### src/rtl/pc_jump_pkg.sv
// Shared constants and types for the program-counter jump controller.
package pc_jump_pkg;

    // Address and counter widths
    localparam int unsigned ADDR_W = 16;
    localparam int unsigned JMP_W  = 3;
    localparam int unsigned CNT_W  = 2;

    // Bit positions inside the jmp field {j1, j2, j3}
    localparam int unsigned JMP_LT_BIT = 2;
    localparam int unsigned JMP_EQ_BIT = 1;
    localparam int unsigned JMP_GT_BIT = 0;

    // Controller state encoding
    typedef enum logic {
        RUN   = 1'b0,
        FLUSH = 1'b1
    } state_t;

endpackage : pc_jump_pkg

### src/rtl/pc_jump_cond.sv
// Combinational jump-condition evaluator driven by the ALU zero/sign flags.
module pc_jump_cond
    import pc_jump_pkg::*;
(
    input  logic             zr,
    input  logic             ng,
    input  logic [JMP_W-1:0] jmp,
    output logic             cond
);

    logic is_lt;
    logic is_eq;
    logic is_gt;

    // Classify the ALU result; zr dominates so zr=1,ng=1 behaves as "equal"
    always_comb begin
        is_eq = zr;
        is_lt = ng & ~zr;
        is_gt = ~ng & ~zr;
    end

    // Jump if any requested relation holds
    always_comb begin
        cond = (jmp[JMP_LT_BIT] & is_lt)
             | (jmp[JMP_EQ_BIT] & is_eq)
             | (jmp[JMP_GT_BIT] & is_gt);
    end

endmodule : pc_jump_cond

### src/rtl/pc_jump_ctrl.sv
// Program counter with conditional jump and a fixed-length squash window.
module pc_jump_ctrl
    import pc_jump_pkg::*;
#(
    parameter logic [ADDR_W-1:0] RESET_VEC    = 16'h0000,
    parameter int unsigned       FLUSH_CYCLES = 1
) (
    input  logic              clk,
    input  logic              rst_n,
    input  logic              zr,
    input  logic              ng,
    input  logic [JMP_W-1:0]  jmp,
    input  logic [ADDR_W-1:0] target,
    input  logic              flag_valid,
    input  logic              stall,
    output logic [ADDR_W-1:0] pc,
    output logic              taken,
    output logic              flush,
    output logic              busy
);

    // Counter load value: the flush window ends when the counter reads zero
    localparam logic [CNT_W-1:0] FLUSH_LAST = CNT_W'(FLUSH_CYCLES - 1);

    state_t            state;
    state_t            state_nxt;
    logic [CNT_W-1:0]  cnt;
    logic [CNT_W-1:0]  cnt_nxt;
    logic [ADDR_W-1:0] pc_nxt;
    logic              taken_nxt;
    logic              cond;

    pc_jump_cond u_cond (
        .zr   (zr),
        .ng   (ng),
        .jmp  (jmp),
        .cond (cond)
    );

    // State, counter, pc and taken registers with synchronous reset
    always_ff @(posedge clk) begin
        if (!rst_n) begin
            state <= RUN;
            cnt   <= '0;
            pc    <= RESET_VEC;
            taken <= 1'b0;
        end else begin
            state <= state_nxt;
            cnt   <= cnt_nxt;
            pc    <= pc_nxt;
            taken <= taken_nxt;
        end
    end

    // Next-state logic: stall freezes everything except taken, which drops
    always_comb begin
        state_nxt = state;
        cnt_nxt   = cnt;
        pc_nxt    = pc;
        taken_nxt = 1'b0;
        if (!stall) begin
            case (state)
                RUN: begin
                    if (flag_valid && cond) begin
                        pc_nxt    = target;
                        state_nxt = FLUSH;
                        cnt_nxt   = FLUSH_LAST;
                        taken_nxt = 1'b1;
                    end else begin
                        pc_nxt = pc + ADDR_W'(1);
                    end
                end
                FLUSH: begin
                    if (cnt == '0) begin
                        state_nxt = RUN;
                    end else begin
                        cnt_nxt = cnt - CNT_W'(1);
                    end
                end
                default: begin
                    state_nxt = RUN;
                    cnt_nxt   = '0;
                end
            endcase
        end
    end

    // Squash indicators decode the registered state only
    always_comb begin
        flush = (state == FLUSH);
        busy  = (state == FLUSH);
    end

endmodule : pc_jump_ctrl
### config.mk
export PLATFORM = sky130hd
export DESIGN_NAME = pc_jump_ctrl
export DESIGN_NICKNAME = d
export VERILOG_FILES = /design/src/rtl/pc_jump_pkg.sv /design/src/rtl/pc_jump_cond.sv /design/src/rtl/pc_jump_ctrl.sv
export SDC_FILE = /design/constraint.sdc
export NUM_CORES = 1
export LEC_CHECK = 0
export ABC_AREA = 0
export ABC_CLOCK_PERIOD_IN_PS = 3400
export BUFFER_PORTS_ARGS = -buffer_cell sky130_fd_sc_hd__buf_2
export CAP_MARGIN = 20
export CORE_UTILIZATION = 45
export CTS_CLUSTER_SIZE = 30
export DETAILED_ROUTE_END_ITERATION = 8
export PLACE_DENSITY = 0.86
export SYNTH_ARGS = -nofsm -noshare
export SYNTH_HDL_FRONTEND = slang
export SYNTH_HIERARCHICAL = 1
export SYNTH_SLANG_ARGS = --single-unit
### constraint.sdc
create_clock -name clk -period 3.4 [get_ports clk]
set_clock_uncertainty 0.15 [all_clocks]
set_input_delay 0.17 -clock clk [delete_from_list [all_inputs] [get_ports clk]]
set_output_delay 0.17 -clock clk [all_outputs]
set_load 0.1 [all_outputs]
==> results_dict.tcl <==
set metrics [dict create \
    status "finished, final reports clean" \
    clk_pin_slew_worst_paths_ns 0.12 \
    drt-initial-drc-count 26 \
    arrival_ns 1.99 \
    numClockSinks 20 \
    antenna_found_initial 0 \
    worst_pin_slew_ns 0.8111 \
    peakVddDrop_v 0.0003498 \
    hold_class "input pin to flip-flop" \
    synth-async-reset-ratio_pct 0 \
    worst_path_largest_cell_delay_ns 0.65 \
    drive_above_1_share_pct 24.38 \
    routedWlPerCell_um 13.71 \
    clkPwrFrac_pct 25.1 \
    synthCells 155 \
    die-height_um 53.21 \
    grt_overflow_total 0 \
    cp.required_ns 3.46 \
    cts_tree "done" \
    clk_latency_ns 0.32 \
    synth_warnings 6 \
    maxSlewViolCount 0 \
    internal_power_uw 354.9 \
    grt_pass1_wl_mm 4.947 \
    grt_max_degree 23 \
    port_buffers 43 \
    max_slew_margin_pct 45.73 \
    path_max_fanout 13 \
    vias 1356 \
    die_area_um2 2831 \
    cts_resized 0 \
    cts.path.max_buffers 2 \
    tns_ns 0 \
    grt_pass1_vias 1136 \
    cpMaxStageDelayCell "nor2_1" \
    seq_area_um2 400.4 \
    worstPathCellList "nor2_1 -> nand2_1 -> o21ai_0 -> a311oi_1" \
    drt_pre_antenna_iters 4 \
    viasPerCell 5.870 \
    fmax_mhz 518.4 \
    gp_congestion 0.8539 \
    power_frac_seq_pct 44.7 \
    grt_usage_pct 24.06 \
    critPathLaunchType "flip-flop" \
    rsz0062_at_grt "false" \
    cts_root_buf "clkbuf_4" \
    crit_family "simple AND/OR/NAND/NOR gates" \
    core_area_um2 2477 \
    r2r_slack_ns 1.47 \
    holdWs_ns 0.001622 \
    fin_crit_sh_pct 56.74 \
    p_leak_uw 0.0006111 \
    ys_types 38 \
    n_fill_cell 258 \
    start_util_pct 47.63 \
    multi_input_area_um2 719.4 \
    maxCapViolations 0 \
    cts_buffers 3 \
    synth_seq_cells 20 \
    fp-row-count 18 \
    synth_ff_type "dfxtp_1" \
    layout.nets 229 \
    power_density_nw_per_um2 392.3 \
    remaining_drc_errors 0 \
    drt_wl_total_mm 3.167 \
    postSynthAreaPerCell_um2 7.612 \
    synthToLayoutAreaGrowth_pct 26.94 \
    antenna_cells 0 \
    synth-seq-area-share_pct 33.93 \
    finalCriticalPeriod_ns 1.929 \
    io_pins 44 \
    synth_fp_nets 182 \
    htreeDepth 1 \
    setup_violations 0 \
    finalHoldViolCount 0 \
    synth-edff-count 0 \
    die_width_um 53.21 \
    synth_area_um2 1180 \
    switching_power_uw 232.6 \
    switching_share_pct 39.59 \
    path_buf_inv 0 \
    crit_type "flip-flop to flip-flop" \
    power_frac_comb_pct 30.3 \
    worstSetupEndpointType "flip-flop" \
    ant_nets 0 \
    hpwl_mm 2.109 \
]
sequential cells by signal, indices dropped and copies added (netlist names):
signal and cells:
taken 1, busy 1, pc 16, cnt 2
cell usage in the layout (no fill, tap or decap), drive strengths merged, types with 3 or more instances in the layout:
master,synthesis,layout
buf,2,43
dfxtp,20,20
nor2,15,15
o21ai,15,15
a21oi,14,14
nand2,13,13
nand3,8,8
a22oi,7,7
dlygate4sd3,0,7
inv,5,5
nor3,5,5
nor4,4,4
mux2i,4,4
nand4,4,4
clkbuf,6,4
or3,3,3
a32oi,3,3
and2,3,3
synth_stat cells (all sizes together), types with 2 or more instances:
cell type | instances | area [µm²]
dfxtp | 20 | 400.4
nor2 | 15 | 58.81
o21ai | 15 | 75.07
a21oi | 14 | 70.07
nand2 | 13 | 48.80
nand3 | 8 | 40.04
a22oi | 7 | 52.55
clkbuf | 6 | 22.52
inv | 5 | 18.77
nor3 | 5 | 25.02
mux2i | 4 | 40.04
nand4 | 4 | 31.28
nor4 | 4 | 25.02
a32oi | 3 | 26.28
and2 | 3 | 18.77
or3 | 3 | 18.77
a311oi | 2 | 17.52
and3 | 2 | 12.51
buf | 2 | 18.77
ha | 2 | 25.02
nand2b | 2 | 12.51
o22ai | 2 | 12.51
o311ai | 2 | 17.52
o31ai | 2 | 15.01
layer usage:
layer | up-vias | GRT usage, % | part of all wire, %
li1 | 678 | - | -
met1 | 613 | 30.46 | 45
met2 | 55 | 37.71 | 46
met3 | 10 | 6.322 | 6.6
met4 | 0 | 10.53 | 2.0
met5 | - | 0 | 0
tightest hold or removal path: stages:
cell,delay (ns)
buf_2,0.08
a22oi_1,0.07
o21ai_1,0.12
final timing paths:
check                 startpoint                  end  cells past startpoint
min                   target[11]  pc[11]$_SDFFE_PN0P_                      3
max            busy$_SDFFE_PN0N_   pc[6]$_SDFFE_PN0P_                      4
max reg2reg    busy$_SDFFE_PN0N_   pc[6]$_SDFFE_PN0P_                      4
min reg2reg  cnt[1]$_SDFFE_PN0P_  cnt[1]$_SDFFE_PN0P_                      2
what timing repair did:
action / 4_1_cts / 5_1_grt
buffers inserted: 0 / 0
hold buffers: 7 / 0
hold endpoints to repair: 7 / 0
per-stage QoR:
step	cell area, µm²	setup WS [ns]	instances	utilization [%]	total power, µW
6_report	1498	1.471	231	60.45	587.5
5_1_grt	1498	1.301	231	60.45	610.1
4_1_cts	1498	1.514	231	60.45	585.8
3_5_place_dp	1391	1.278	220	56.16	437.4
3_3_place_gp	1391	1.367	220	56.16	435.6
2_1_floorplan	1180	1.022	155	-	401.4
power groups by stage:
stage | combinational (µW) | sequential, µW | clock, µW
final | 178 | 262 | 147
after global routing | 189 | 265 | 156
after CTS | 177 | 262 | 147
after detailed placement | 170 | 267 | 0
after global placement | 169 | 267 | 0
after floorplan | 53.9 | 347 | 0
cell families after synthesis:
kind of cell	share of synthesized area (%)
adder cells (fa/ha/maj)	2.121
flip-flops	33.93
buffers and inverters	5.090
AND/OR/NAND/NOR	28.00
AO/OA/AOI/OAI	27.47
multiplexers	3.394
layout make-up:
cell class	count	area share (%)
tap	30	2.506
clock buffer	4	2.423
timing repair buffer	50	19.05
sequential	20	26.73
inverter	5	1.253
multi-input combinational	122	48.04
Note: power is estimated with default switching activity, not from simulation.
